===== src/rtl/aes_pkg.sv =====
// Shared AES key-schedule definitions: round count, round constants,
// expander FSM states and the round-key type.
package aes_pkg;

    localparam int AES_ROUNDS_128 = 10;

    localparam logic [7:0] RCON [1:10] = '{
        8'h01, 8'h02, 8'h04, 8'h08, 8'h10,
        8'h20, 8'h40, 8'h80, 8'h1b, 8'h36
    };

    typedef enum logic {IDLE, RUN} key_exp_state_e;

    typedef logic [127:0] round_key_t;

    // Indices outside 1..10 return zero so callers never index past the table.
    function automatic logic [7:0] rcon_of(input logic [3:0] idx);
        rcon_of = 8'h00;
        for (int i = 1; i <= 10; i++) begin
            if (idx == 4'(i)) begin
                rcon_of = RCON[i];
            end
        end
    endfunction

endpackage


===== src/rtl/aes_key_round.sv =====
// Combinational AES-128 key-schedule step: next round key from the current
// key and its round constant.
import aes_pkg::*;

module aes_key_round (
    input  round_key_t  cur,
    input  logic [7:0]  rc,
    output round_key_t  nxt
);

    logic [31:0] rot_w3;
    logic [31:0] sub_w3;
    logic [31:0] t;
    logic [31:0] w0n;
    logic [31:0] w1n;
    logic [31:0] w2n;
    logic [31:0] w3n;

    assign rot_w3 = {cur[23:0], cur[31:24]};

    for (genvar i = 0; i < 4; i++) begin : g_subword
        sbox u_sbox (
            .x (rot_w3[8*i +: 4]),
            .y (rot_w3[8*i+4 +: 4]),
            .s (sub_w3[8*i +: 8])
        );
    end

    assign t   = sub_w3 ^ {rc, 24'h000000};
    assign w0n = cur[127:96] ^ t;
    assign w1n = cur[95:64]  ^ w0n;
    assign w2n = cur[63:32]  ^ w1n;
    assign w3n = cur[31:0]   ^ w2n;
    assign nxt = {w0n, w1n, w2n, w3n};

endmodule


===== src/rtl/sbox.sv =====
// AES forward S-box cell: multiplicative inverse in GF(2^8) followed by
// the affine transform. x is the low nibble of the input byte, y the high.
module sbox (
    input  logic [3:0] x,
    input  logic [3:0] y,
    output logic [7:0] s
);

    function automatic logic [7:0] gf_mul(input logic [7:0] a, input logic [7:0] b);
        logic [7:0] p;
        logic [7:0] aa;
        p  = 8'h00;
        aa = a;
        for (int i = 0; i < 8; i++) begin
            if (b[i]) begin
                p = p ^ aa;
            end
            aa = {aa[6:0], 1'b0} ^ (aa[7] ? 8'h1b : 8'h00);
        end
        return p;
    endfunction

    // a^254 == a^-1 for nonzero a, and maps zero to zero as AES requires.
    function automatic logic [7:0] gf_inv(input logic [7:0] a);
        logic [7:0] sq;
        logic [7:0] acc;
        sq  = a;
        acc = 8'h01;
        for (int i = 1; i < 8; i++) begin
            sq  = gf_mul(sq, sq);
            acc = gf_mul(acc, sq);
        end
        return acc;
    endfunction

    function automatic logic [7:0] affine(input logic [7:0] b);
        return b ^ {b[6:0], b[7]} ^ {b[5:0], b[7:6]} ^ {b[4:0], b[7:5]}
                 ^ {b[3:0], b[7:4]} ^ 8'h63;
    endfunction

    assign s = affine(gf_inv({y, x}));

endmodule


===== src/rtl/aes_key_expand.sv =====
// Iterative AES-128 key expander streaming round keys 0..ROUNDS over valid/yumi.
// Define AES_KEY_STORE_EN to keep every emitted key in a readable register file.
import aes_pkg::*;

module aes_key_expand #(
    parameter int ROUNDS = AES_ROUNDS_128
) (
    input  logic         clk_i,
    input  logic         reset_i,
    input  logic [127:0] key_i,
    input  logic         key_v_i,
    output logic         ready_o,
    output logic [127:0] rk_o,
    output logic [3:0]   rk_round_o,
    output logic         rk_v_o,
    input  logic         rk_yumi_i
`ifdef AES_KEY_STORE_EN
   ,input  logic [3:0]   rd_addr_i,
    output logic [127:0] rd_data_o,
    output logic         store_full_o
`endif
);

    if (ROUNDS < 1 || ROUNDS > 10) begin : g_bad_rounds
        $error("aes_key_expand: ROUNDS must be in 1..10");
    end

    key_exp_state_e state;
    round_key_t     nxt;
    logic           last;

    // rk_o doubles as the working key and rk_round_o as the round counter.
    aes_key_round u_round (
        .cur (rk_o),
        .rc  (rcon_of(rk_round_o + 4'd1)),
        .nxt (nxt)
    );

    assign last = (rk_round_o == 4'(ROUNDS));

    always_ff @(posedge clk_i) begin
        if (reset_i) begin
            state      <= IDLE;
            ready_o    <= 1'b1;
            rk_v_o     <= 1'b0;
            rk_o       <= '0;
            rk_round_o <= '0;
        end else begin
            case (state)
                IDLE: begin
                    if (key_v_i) begin
                        state      <= RUN;
                        ready_o    <= 1'b0;
                        rk_v_o     <= 1'b1;
                        rk_o       <= key_i;
                        rk_round_o <= '0;
                    end
                end
                RUN: begin
                    if (rk_yumi_i) begin
                        if (last) begin
                            state   <= IDLE;
                            ready_o <= 1'b1;
                            rk_v_o  <= 1'b0;
                        end else begin
                            rk_o       <= nxt;
                            rk_round_o <= rk_round_o + 4'd1;
                        end
                    end
                end
                default: state <= IDLE;
            endcase
        end
    end

`ifdef AES_KEY_STORE_EN
    round_key_t key_file [0:ROUNDS];

    // Entries are written on the same edge that puts the key on rk_o.
    always_ff @(posedge clk_i) begin
        if (reset_i) begin
            store_full_o <= 1'b0;
        end else if (state == IDLE && key_v_i) begin
            key_file[0]  <= key_i;
            store_full_o <= 1'b0;
        end else if (state == RUN && rk_yumi_i && !last) begin
            key_file[rk_round_o + 4'd1] <= nxt;
            if (rk_round_o + 4'd1 == 4'(ROUNDS)) begin
                store_full_o <= 1'b1;
            end
        end
    end

    assign rd_data_o = (rd_addr_i <= 4'(ROUNDS)) ? key_file[rd_addr_i] : '0;
`endif

    a_yumi_needs_valid: assert property (@(posedge clk_i) disable iff (reset_i)
        rk_yumi_i |-> rk_v_o);

endmodule


===== config.mk =====
export PLATFORM = sky130hd
export DESIGN_NAME = aes_key_expand
export DESIGN_NICKNAME = d
export VERILOG_FILES = /design/src/rtl/aes_pkg.sv /design/src/rtl/aes_key_round.sv /design/src/rtl/sbox.sv /design/src/rtl/aes_key_expand.sv
export SDC_FILE = /design/constraint.sdc
export NUM_CORES = 2
export LEC_CHECK = 0
export CAP_MARGIN = 0
export CORE_ASPECT_RATIO = 1.1
export CORE_MARGIN = 3
export CORE_UTILIZATION = 50
export DETAILED_ROUTE_END_ITERATION = 10
export PLACE_DENSITY = 0.68
export SLEW_MARGIN = 30
export SYNTH_ARGS = -nofsm -noshare
export SYNTH_HDL_FRONTEND = slang
export SYNTH_SLANG_ARGS = --single-unit

===== constraint.sdc =====
create_clock -name clk_i -period 15.3 [get_ports clk_i]
set_input_delay 2.295 -clock clk_i [delete_from_list [all_inputs] [get_ports clk_i]]
set_output_delay 2.295 -clock clk_i [all_outputs]
set_load 0.03 [all_outputs]

==> results.txt <==
status -> completed
Vias -> 64,320
Die Y-Extent -> 381.8 um
Setup crit end kind -> flip-flop
Syn Std Cell Area -> 64,180 um^2
FMAX -> 0.06687 GHz
Total GRT Usage -> 31.54%
period utilisation layout -> 97.74%
initial antenna violation count -> 7
core area -> 127,200 um^2
class of the worst hold path -> reg2reg
Area Overhead vs Synth -> 18.22%
CTS root buf -> clkbuf_16
Relative slew margins -> 33.09%
CP max-delay cell -> a221oi_4
Worst-Margin Slew -> 0.9965 ns
filler cell count -> 11,680
Placed Area -> 71,740 um^2
Detail Route Antenna Nets -> 0
Post-Route WL -> 221.0 mm
fin area -> 75,870 um^2
DRT Pass-1 Iters -> 8
Die ar. -> 132,700 um^2
Final Critical Period -> 14.95 ns
Startpoint Class -> flip-flop
number of vias per cell -> 6.025
max-slew violations -> 0
Top Family by Delay on Critical Path -> XOR/XNOR gates
CP peak stage delay -> 0.46 ns
Post-synth EDFFs -> 0
syn_nets -> 8,672
Worst Skew -> 0.02817 ns
Seq cells post-synth -> 135
Most common cell on crit path -> xnor2_2
register area share after synthesis -> 4.211%
CP bufs+invs -> 13
gate count of the mapped netlist -> 8,516
global route total overflow -> 0
Post-Synth XOR/XNOR Area -> 46.76%
Compound-Gate Fraction of Synth Area -> 18.72%
initial drt markers -> 6,376
ys async rst share -> 0%
I/O pin count -> 266
main combinational cell family by area after synthesis -> XOR/XNOR gates
CTS Buf Count -> 17
clock slew at reported path FFs -> 0.07 ns
fin util -> 59.65%
final setup fails -> 0
Netlist cell types -> 118
post-synthesis adder-cell area fraction -> 0.4991%
final count of hold timing violations -> 0
Worst-Skew Late Latency -> 0.55 ns
yosys synthesis warning count -> 0
worst-path maximum fanout -> 20
critical path class -> reg2reg
port buffer count -> 265
WP data arrival -> 15.41 ns
Max H-tree Level -> 4
most common flop cell mapped by yosys -> dfxtp_1
MaxCap Viol Count -> 0
clock sink count -> 135
CP Data Required Time -> 15.75 ns
RSZ-0062 raised after global routing -> true
vias in the first global route -> 59,120
hpwl dp -> 165.0 mm
first-pass GRT wire length -> 341.8 mm
Placed Cells -> 10,500
synthesized-area fraction occupied by and/or/nand/nor cells -> 19.95%
proportion of synthesized area in mux cells -> 5.100%
most common cell after layout, fill and taps aside -> xnor2_1
syn_area_per_cell -> 7.536 um^2
num rows -> 137
most frequent cells in the layout -> 1,364 x xnor2_1, 1,309 x nor2_1, 846 x nand2_1
routability cong. -> 0.9612
largest net degree at the start of global routing -> 89
CTS tree -> built
initial core utilization -> 50.46%
Min Hold Slack -> 0.4947 ns
routed len/inst -> 20.70 um
non-filler cells, final -> 10,680
die width -> 347.6 um
drt drc -> 0
share of layout cells above drive strength 1 -> 17.59%
Final #Nets -> 9,149
Post-CTS Hold Buffers -> 0
clock buffer depth -> 2
## worst min-delay path, stage by stage, from the launching register on
cell and delay [ns]:
dfxtp_1 0.34, nand2_1 0.06, a21oi_1 0.05
## registers in the layout (all words and copies together) (netlist names)
| register | cells |
|---|---|
| rk_o | 128 |
| rk_round_o | 4 |
| ready_o | 1 |
| rk_v_o | 1 |
| state | 1 |
## cell usage after synthesis, types with 68 or more instances
cell type,n,share of area (%)
xnor2_1,1530,21
nor2_1,1319,7.7
nand2_1,850,5.0
a21oi_1,467,3.6
xor2_1,401,5.5
clkbuf_1,362,2.1
o21ai_0,352,2.7
xnor3_1,350,12
mux2i_1,232,3.6
nor3_1,221,1.7
nand3_1,181,1.4
buf_2,145,1.1
o22ai_1,139,1.4
dfxtp_1,135,4.2
a31oi_1,103,1.0
xnor2_2,103,2.6
a211oi_1,80,0.94
o211ai_1,73,0.85
inv_1,71,0.42
mux2_2,68,1.2
## final timing paths
check / slack [ns] / cells past startpoint / startpoint / end
worst max-delay path: 0.35 / 66 / rk_o[23] / rk_o[61]
worst min-delay path: 0.49 / 2 / rk_o[59] / rk_o[59]
worst max register to register: 0.35 / 66 / rk_o[23] / rk_o[61]
worst min register to register: 0.49 / 2 / rk_o[59] / rk_o[59]
## what timing repair did
action,CTS,global route
setup buffers,12,129
pin swaps,12,97
hold endpoints to repair,0,0
resized for setup,47,333
gates cloned,0,3
endpoints found under the setup margin,43,116
## final cells by class
class	count	area, um^2	share of cell area [%]
antenna	1	2.502	0.003298
multi-input combinational	7680	61160	80.61
inverter	94	360.3	0.4749
clock buffer	17	425.4	0.5607
clock inverter	15	193.9	0.2556
timing repair buffer	1065	8921	11.76
sequential	135	2719	3.583
tap	1668	2087	2.751
## stage by stage
step | setup TNS, ns | setup slack [ns]
2_1_floorplan | 0 | 0.04447
3_3_place_gp | -10.33 | -0.6926
3_5_place_dp | -13.65 | -0.7166
4_1_cts | 0 | 0.008143
5_1_grt | -3.993 | -0.3394
6_report | 0 | 0.3465
## routing by layer
layer	up-vias	wire [um]	GRT usage, %
met5	-	50	0
met4	8	5032	7.411
met3	309	17840	4.537
met2	2616	101200	50.95
met1	30820	96910	44.34
li1	30570	-	-
## logic make-up after synthesis
kind of cell / Yosys count
AO/OA/AOI/OAI: 1827
flip-flops: 135
XOR/XNOR: 2539
buffers and inverters: 704
AND/OR/NAND/NOR: 2973
multiplexers: 312
adder cells (fa/ha/maj): 26
Power is left out: the tool's default activity adds up to more than one toggle a clock period on the data nets, which glitch-free logic cannot reach.
